--- src/rtl/cpu_pkg.sv ---
// Shared opcode constants and control FSM state encoding for the tiny CPU.
package cpu_pkg;

  localparam logic [3:0] OP_NOP  = 4'h0;
  localparam logic [3:0] OP_MOV  = 4'h1;
  localparam logic [3:0] OP_ADD  = 4'h2;
  localparam logic [3:0] OP_SUB  = 4'h3;
  localparam logic [3:0] OP_AND  = 4'h4;
  localparam logic [3:0] OP_OR   = 4'h5;
  localparam logic [3:0] OP_XOR  = 4'h6;
  localparam logic [3:0] OP_LDI  = 4'h7;
  localparam logic [3:0] OP_JMP  = 4'h8;
  localparam logic [3:0] OP_JZ   = 4'h9;
  localparam logic [3:0] OP_HALT = 4'hF;

  typedef enum logic [2:0] {
    S_FETCH,
    S_DECODE,
    S_IMM,
    S_EXEC,
    S_HALT
  } state_t;

  // Opcodes that write the register file in EXEC.
  function automatic logic is_rf_op(input logic [3:0] op);
    return op inside {OP_MOV, OP_ADD, OP_SUB, OP_AND, OP_OR, OP_XOR, OP_LDI};
  endfunction

  // Opcodes whose ALU result updates the zero flag.
  function automatic logic is_alu_op(input logic [3:0] op);
    return op inside {OP_ADD, OP_SUB, OP_AND, OP_OR, OP_XOR};
  endfunction

  // Opcodes that carry a second (immediate/target) byte.
  function automatic logic has_imm(input logic [3:0] op);
    return op inside {OP_LDI, OP_JMP, OP_JZ};
  endfunction

endpackage

--- src/rtl/control_unit.sv ---
// Multi-cycle control unit: fetches 1- or 2-byte instructions, decodes inline,
// drives register-file/ALU controls in EXEC, and handles jumps and halt.
module control_unit
  import cpu_pkg::*;
(
  input  logic       clk,
  input  logic       rst,
  input  logic [7:0] instr,
  input  logic       zero_in,
  output logic [7:0] pc,
  output logic       rf_we,
  output logic [1:0] rf_rd,
  output logic [1:0] rf_rs,
  output logic [2:0] alu_op,
  output logic       wb_sel,
  output logic [7:0] imm,
  output logic       halted
);

  state_t     state, state_nxt;
  logic [7:0] ir, ir_nxt;
  logic [7:0] pc_nxt, imm_nxt;
  logic       z, z_nxt;
  logic [3:0] op;
  logic [7:0] pc_inc;

  assign op     = ir[7:4];
  assign pc_inc = pc + 8'd1;   // wraps 0xFF -> 0x00

  // State and architectural registers; reset wins over everything.
  always_ff @(posedge clk) begin
    if (rst) begin
      state <= S_FETCH;
      pc    <= 8'h00;
      ir    <= 8'h00;
      imm   <= 8'h00;
      z     <= 1'b0;
    end else begin
      state <= state_nxt;
      pc    <= pc_nxt;
      ir    <= ir_nxt;
      imm   <= imm_nxt;
      z     <= z_nxt;
    end
  end

  // Next-state, register updates and control outputs (inline decoder).
  always_comb begin
    state_nxt = state;
    pc_nxt    = pc;
    ir_nxt    = ir;
    imm_nxt   = imm;
    z_nxt     = z;
    rf_we     = 1'b0;
    rf_rd     = 2'd0;
    rf_rs     = 2'd0;
    alu_op    = 3'd0;
    wb_sel    = 1'b0;
    halted    = 1'b0;
    case (state)
      S_FETCH: begin
        ir_nxt    = instr;
        pc_nxt    = pc_inc;
        state_nxt = S_DECODE;
      end
      S_DECODE: begin
        if (has_imm(op))        state_nxt = S_IMM;
        else if (op == OP_HALT) state_nxt = S_HALT;
        else                    state_nxt = S_EXEC;   // includes NOP and A-E
      end
      S_IMM: begin
        state_nxt = S_FETCH;
        case (op)
          OP_LDI: begin
            imm_nxt   = instr;
            pc_nxt    = pc_inc;
            state_nxt = S_EXEC;
          end
          OP_JMP:  pc_nxt = instr;
          OP_JZ:   pc_nxt = z ? instr : pc_inc;   // skip the target byte when not taken
          default: pc_nxt = pc_inc;
        endcase
      end
      S_EXEC: begin
        // Write is suppressed combinationally in a reset cycle.
        rf_we  = is_rf_op(op) && !rst;
        rf_rd  = ir[3:2];
        rf_rs  = ir[1:0];
        wb_sel = (op == OP_LDI);
        if (is_rf_op(op) && op != OP_LDI) alu_op = ir[6:4];
        if (is_alu_op(op)) z_nxt = zero_in;
        state_nxt = S_FETCH;
      end
      S_HALT: begin
        halted = 1'b1;   // hold everything until reset
      end
      default: state_nxt = S_FETCH;
    endcase
  end

endmodule

--- config.mk ---
export PLATFORM = sky130hd
export DESIGN_NAME = control_unit
export DESIGN_NICKNAME = d
export VERILOG_FILES = /design/src/rtl/cpu_pkg.sv /design/src/rtl/control_unit.sv
export SDC_FILE = /design/constraint.sdc
export NUM_CORES = 1
export LEC_CHECK = 0
export BUFFER_PORTS_ARGS = -buffer_cell sky130_fd_sc_hd__buf_2
export CAP_MARGIN = 20
export CORE_MARGIN = 4
export CORE_UTILIZATION = 53
export CTS_BUF_LIST = sky130_fd_sc_hd__clkbuf_2 sky130_fd_sc_hd__clkbuf_4 sky130_fd_sc_hd__clkbuf_8
export DETAILED_ROUTE_END_ITERATION = 7
export PLACE_DENSITY_LB_ADDON = 0.05
export SYNTH_ARGS = -nofsm -noshare
export SYNTH_HDL_FRONTEND = slang
export SYNTH_SLANG_ARGS = --single-unit
--- constraint.sdc ---
create_clock -name clk -period 2.05 [get_ports clk]
set_clock_uncertainty 0.05 [all_clocks]
set_input_delay 0.205 -clock clk [delete_from_list [all_inputs] [get_ports clk]]
set_output_delay 0.205 -clock clk [all_outputs]
set_load 0.05 [all_outputs]
==> results of run 1 <==
path summary, 6_finish.rpt:
| kind | to | cells past startpoint | from | slack, ns |
|---|---|---|---|---|
| max reg2reg | pc[3] | 4 | state[2] | 0.25 |
| min | z | 3 | zero_in | 0.05 |
| min reg2reg | ir[1] | 2 | ir[1] | 0.43 |
| max | rf_we | 3 | state[2] | 0.16 |
stage by stage:
stage / hold WS (ns) / power [uW] / std cells / cell area, sq um
floorplan: 0.2910 / 721.5 / 162 / 1365
global placement: 0.3948 / 762.8 / 221 / 1564
detailed placement: 0.4000 / 765.3 / 221 / 1564
CTS: 0.04683 / 1032 / 225 / 1600
global route: 0.07237 / 1076 / 225 / 1602
finish: 0.05053 / 1024 / 225 / 1602
per-layer routing:
layer  up-vias  track usage, %  part of all wire (%)
met5         -               0                     0
li1        635               -                     -
met4         0           5.629                  0.46
met2        39           30.94                    46
met1       577           25.58                    48
met3         2           3.509                   6.1
registers in the layout, indices dropped and copies added, names as in the netlist:
| register | cells |
|---|---|
| z | 1 |
| imm | 8 |
| ir | 8 |
| state | 3 |
| pc | 8 |
timing repair:
action / CTS / global route
resized for setup: 0 / 1
endpoints found under the hold margin: 0 / 0
hold buffers: 0 / 0
setup endpoints to repair: 0 / 9
layout by cell type, fill, tap and decap left out, drive strengths merged, types with 2 or more instances in the layout:
| cell | netlist | routed |
|---|---|---|
| a211oi | 5 | 5 |
| a21oi | 10 | 10 |
| and2 | 4 | 4 |
| and3 | 3 | 3 |
| buf | 3 | 39 |
| clkbuf | 7 | 4 |
| dfxtp | 28 | 28 |
| inv | 7 | 7 |
| mux2i | 18 | 18 |
| nand2 | 12 | 12 |
| nand3 | 3 | 3 |
| nand4 | 2 | 2 |
| nor2 | 22 | 22 |
| nor3 | 10 | 10 |
| nor4 | 2 | 2 |
| o21ai | 6 | 6 |
| o32ai | 4 | 4 |
| or2 | 4 | 4 |
| or3 | 3 | 3 |
power by group:
group,leakage (uW),internal (uW),total [uW],switching [uW]
Sequential,0.000229,568,598,29.9
Combinational,0.000517,50.4,156,106
Clock,0.0000210,109,270,162
Total,0.000767,727,1020,297
cell families after synthesis:
family                     count (synthesis)  share of synthesized area (%)
muxes                                     18                          13.30
DFF                                       28                          41.37
and+or+nand+nor                           69                          25.76
xor gates and xnor gates                   2                          1.293
buffers and inverters                     17                          4.986
AOI/OAI and AO/OA                         27                          12.37
adders and majority gates                  1                         0.9232
worst reg2reg max path: cells and delay by family (launching register included):
family	cells	cell delay, ns
AO/OA/AOI/OAI	1	0.23
XOR/XNOR	1	0.15
flip-flops	1	0.43
AND/OR/NAND/NOR	2	0.86
layout make-up:
type                       instances  area [sq um]
fill                             225         853.3
multi-input combinational        117         737.0
sequential                        28         561.8
timing repair buffer              39         202.7
tap                               30         37.54
clock buffer                       4         36.28
inverter                           7         26.28
==> impl_metrics.py, run 1 <==
metrics = {
    "timing": {
        "clock.fmax_ghz": 0.5283,
        "timing.setup.tns_ns": 0,
        "fin_crit_period_ns": 1.893,
        "setup-violations-final": 0,
        "timing.final.crit_share_pct": 92.34,
        "setup_repair_after_global_routing_missed_its_margin": "false",
        "setup_ws_ns": 0.1571,
        "report.final.hold_viol_count": 0,
        "timing.final.max_slew_violations": 0,
        "worst_slew_pin_slew_ns": 0.5425,
        "slew_headroom_pct": 63.83,
    },
    "finish": {
        "numnets_final": 208,
        "final_core_utilization_pct": 65.24,
        "antenna_cells_inserted": 0,
        "area.growth.synth_to_final_pct": 18.19,
        "share_of_layout_cells_above_drive_strength_1_pct": 26.15,
    },
    "clock_network": {
        "insertion_delay_to_the_later_sink_of_the_worst_skew_pair_ns": 0.32,
        "cts.root.buffer_cell": "sky130_fd_sc_hd__clkbuf_4",
        "cts_htree_levels": 1,
        "post_cts_setup_driven_buffer_insertion_count": 0,
        "cts.path.max_buffers": 2,
        "cts_buffers": 3,
        "cts.clk_slew.worst_paths_ns": 0.16,
        "clock_sinks": 28,
        "cts_tree": "built",
    },
    "grt": {
        "grt_max_degree": 31,
        "grtUsageTotal_pct": 19.01,
        "grt_overflow_total": 0,
        "global_route_wire_length_before_repair_um": 5071,
        "grt_antenna_before_repair": 0,
        "via_count_of_the_first_global_routing_pass": 1106,
    },
    "setup_path": {
        "cp_max_fo": 11,
        "worst-endpoint-required_ns": 1.79,
        "crit_path_cells": "nand4bb_1 > a211oi_2 > buf_2",
        "timing.critical_path.slowest_stage_cell": "sky130_fd_sc_hd__dfxtp_1",
        "setup.worst_path.end_class": "primary output",
        "critPathBufInv": 1,
        "timing.setup.critical_path_class": "flop to primary output",
        "crit_arrival_ns": 1.64,
        "crit_family": "flip-flops",
        "critPathMaxStageDelay_ns": 0.43,
        "critical_path.startpoint_type": "flop",
    },
    "route": {
        "routed_via_density": 5.569,
        "vias": 1253,
        "dr.first_iter.drc_count": 42,
        "drt_wl_total_um": 3057,
        "drc": 0,
        "post_drt_wl_per_cell_um": 13.59,
        "detailedRoute.firstPassIterationCount": 4,
        "postRouteAntennaNets": 0,
    },
    "yosys": {
        "synth.top_cells.by_count": "sky130_fd_sc_hd__dfxtp_1, sky130_fd_sc_hd__nor2_1, sky130_fd_sc_hd__mux2i_1",
        "asyncSetResetFlopFracSynth_pct": 0,
        "syn_avg_cell_area_sq_um": 8.365,
        "synth_area_sq_um": 1355,
        "mapped_nets": 174,
        "post-synth-top-area-fraction_pct": 41.37,
        "yosysSeqAreaShare_pct": 41.37,
        "dominantRegCellSynth": "sky130_fd_sc_hd__dfxtp_1",
        "synth_area_leaders": "sky130_fd_sc_hd__dfxtp_1, sky130_fd_sc_hd__mux2i_1, sky130_fd_sc_hd__nor2_1",
        "synth_edf_count": 0,
        "post_synth_num_cell_types": 33,
        "synth.ff_latch_count": 28,
        "synthMostInstantiatedCell": "sky130_fd_sc_hd__dfxtp_1",
        "postSynthCellCount": 162,
        "synth.largest_area_cell": "sky130_fd_sc_hd__dfxtp_1",
        "ys.warnings.count": 0,
    },
    "floorplanning": {
        "die_h_um": 58.57,
        "die_area_sq_um": 3430,
        "initial_utilization_pct": 55.20,
        "floorplan.die.width_um": 58.57,
        "std_cell_rows": 18,
        "ios": 37,
        "core_area_sq_um": 2455,
    },
    "pwr": {
        "power_leakage_uw": 0.0007669,
        "vdd_ir_drop_max_v": 0.0004828,
        "pwr_density_cell_nw_per_um2": 639.5,
    },
    "flow_run": {
        "cap_violations": 0,
    },
    "run_status": {
        "run_status": "finished, final reports clean",
    },
    "placed_design": {
        "post-dp-hpwl_um": 2321,
        "placement.io_buffers": 36,
        "gp_congestion": 0.8011,
        "place_ws_ns": 0.2873,
    },
    "worst_hold_path": {
        "min-delay-path-class": "primary input to flop",
    },
}
No activity file was read; power rests on OpenSTA's default activity.
==> run 2, diff against run 1 <==
--- a/config.mk
+++ b/config.mk
@@ -7,8 +7,11 @@
 export LEC_CHECK = 0
 export BUFFER_PORTS_ARGS = -buffer_cell sky130_fd_sc_hd__buf_2
 export CAP_MARGIN = 20
+export CELL_PAD_IN_SITES_DETAIL_PLACEMENT = 1
+export CELL_PAD_IN_SITES_GLOBAL_PLACEMENT = 1
+export CORE_ASPECT_RATIO = 1.1
 export CORE_MARGIN = 4
-export CORE_UTILIZATION = 53
+export CORE_UTILIZATION = 39
 export CTS_BUF_LIST = sky130_fd_sc_hd__clkbuf_2 sky130_fd_sc_hd__clkbuf_4 sky130_fd_sc_hd__clkbuf_8
 export DETAILED_ROUTE_END_ITERATION = 7
 export PLACE_DENSITY_LB_ADDON = 0.05
==> run 2 against run 1 <==
  * Non-clock buffer count did not move
  * Clock power rose by 42%
  * Hold slack got worse by 0.010 ns
  * Cell area rose by 2.4%
  * Critical path type unchanged
  * Largest cell class unchanged
  * Largest power group unchanged
==> impl_metrics.py, run 2 (synthesis results as in run 1) <==
metrics = {
    "grt": {
        "via_count_of_the_first_global_routing_pass": 1320,
        "grt_antenna_before_repair": 0,
        "global_route_wire_length_before_repair_um": 6506,
        "grtUsageTotal_pct": 18.19,
        "grt_max_degree": 31,
        "grt_overflow_total": 0,
    },
    "finish": {
        "final_cells": 243,
        "numnets_final": 208,
        "area.sequential_sq_um": 561.8,
        "most_frequent_standard_cell_in_the_layout_excluding_fill_and_tap_cells": "sky130_fd_sc_hd__buf_2",
        "area.growth.synth_to_final_pct": 21.05,
        "share_of_layout_cells_above_drive_strength_1_pct": 26.15,
        "commonest_non_fill_non_tap_cells_in_the_layout": "sky130_fd_sc_hd__buf_2, sky130_fd_sc_hd__dfxtp_1, sky130_fd_sc_hd__nor2_1",
        "antenna_cells_inserted": 0,
        "biggestRegsByFlops": "imm x8, ir x8, pc x8",
        "layout.filler_cells": 423,
        "multi_input_area_sq_um": 737.0,
    },
    "setup_path": {
        "worst-endpoint-required_ns": 1.79,
        "crit_arrival_ns": 1.68,
        "cp_max_fo": 11,
        "critical_path.startpoint_type": "flop",
        "timing.setup.critical_path_class": "flop to primary output",
        "setup.worst_path.end_class": "primary output",
    },
    "timing": {
        "fin_crit_period_ns": 1.938,
        "timing.final.crit_share_pct": 94.54,
        "clock.fmax_ghz": 0.5160,
        "setup_repair_after_global_routing_missed_its_margin": "false",
        "report.final.hold_viol_count": 0,
        "timing.setup.tns_ns": 0,
        "setup-violations-final": 0,
        "timing.final.max_slew_violations": 0,
        "worst_slew_pin_slew_ns": 0.5559,
        "timing.hold.ws_ns": 0.04022,
        "slew_headroom_pct": 62.94,
    },
    "route": {
        "post_drt_wl_per_cell_um": 16.15,
        "drt_wl_total_um": 3924,
        "vias": 1289,
        "dr.first_iter.drc_count": 27,
        "drc": 0,
        "routed_via_density": 5.305,
        "detailedRoute.firstPassIterationCount": 4,
        "postRouteAntennaNets": 0,
    },
    "run_status": {
        "run_status": "finished, final reports clean",
    },
    "floorplanning": {
        "ios": 37,
        "core_area_sq_um": 3331,
        "floorplan.die.width_um": 64.20,
        "initial_utilization_pct": 40.68,
        "std_cell_rows": 22,
        "die_area_sq_um": 4482,
        "die_h_um": 69.82,
    },
    "pwr": {
        "pwr_density_cell_nw_per_um2": 700.6,
        "vdd_ir_drop_max_v": 0.0002674,
        "power_leakage_uw": 0.0007749,
        "fin_total_pwr_uw": 1149,
    },
    "clock_network": {
        "clock_sinks": 28,
        "cts_buffers": 3,
        "cts_htree_levels": 1,
        "cts.path.max_buffers": 2,
        "cts.root.buffer_cell": "sky130_fd_sc_hd__clkbuf_4",
        "insertion_delay_to_the_later_sink_of_the_worst_skew_pair_ns": 0.35,
        "holdBufCountCts": 0,
        "cts_tree": "built",
        "cts.clk_slew.worst_paths_ns": 0.17,
    },
    "placed_design": {
        "post-dp-hpwl_um": 2873,
        "placedCellCount": 239,
        "gp_congestion": 0.8354,
        "placement.io_buffers": 36,
    },
    "worst_hold_path": {
        "min-delay-path-class": "primary input to flop",
    },
    "flow_run": {
        "cap_violations": 0,
    },
}
-- run 2: path summary, 6_finish.rpt --
check             cells after the start  slack (ns)     to  startpoint
setup reg to reg                      4        0.19  pc[3]    state[2]
hold / removal                        3        0.04      z     zero_in
setup / recovery                      3        0.11  rf_we    state[2]
hold reg to reg                       2        0.45  ir[0]       ir[0]
-- run 2: final cells by class --
type	count	area share, %
inverters	7	1.602
flip-flops and latches	28	34.25
well taps	48	3.661
clock buffers	3	1.373
clock inverters	1	1.831
multi-input cells	117	44.93
repair buffers	39	12.36
-- run 2: critical path: stages (launching register included) --
cell and delay [ns]:
sky130_fd_sc_hd__dfxtp_1 0.43, sky130_fd_sc_hd__nand4bb_1 0.36, sky130_fd_sc_hd__a211oi_2 0.26, sky130_fd_sc_hd__buf_2 0.29
-- run 2: metal layers --
metal / vias up / routed length [um] / GRT usage, %
met3: 8 / 140 / 2.755
met5: - / 0 / 0
met4: 0 / 90 / 7.277
li1: 637 / - / -
met2: 27 / 1939 / 31.34
met1: 617 / 1754 / 22.32
-- run 2: stage by stage --
stage | setup slack [ns] | instance area (sq um) | utilization (%)
floorplan | 0.05558 | 1365 | -
CTS | 0.1206 | 1639 | 49.21
global route | 0.01583 | 1640 | 49.25
detailed placement | 0.2481 | 1587 | 47.63
finish | 0.1118 | 1640 | 49.25
global placement | 0.3512 | 1587 | 47.63
-- run 2: timing repair --
item / 4_1_cts / 5_1_grt
gates resized for setup: 0 / 1
setup buffers: 0 / 0
hold endpoints to repair: 0 / 0
setup endpoints to repair: 0 / 2
-- run 2: where the power goes --
part / total, uW / leakage [uW] / switching (uW) / internal, uW
sequential: 599 / 0.000229 / 30.8 / 568
clock: 383 / 0.0000279 / 185 / 198
combinational: 167 / 0.000518 / 114 / 52.3
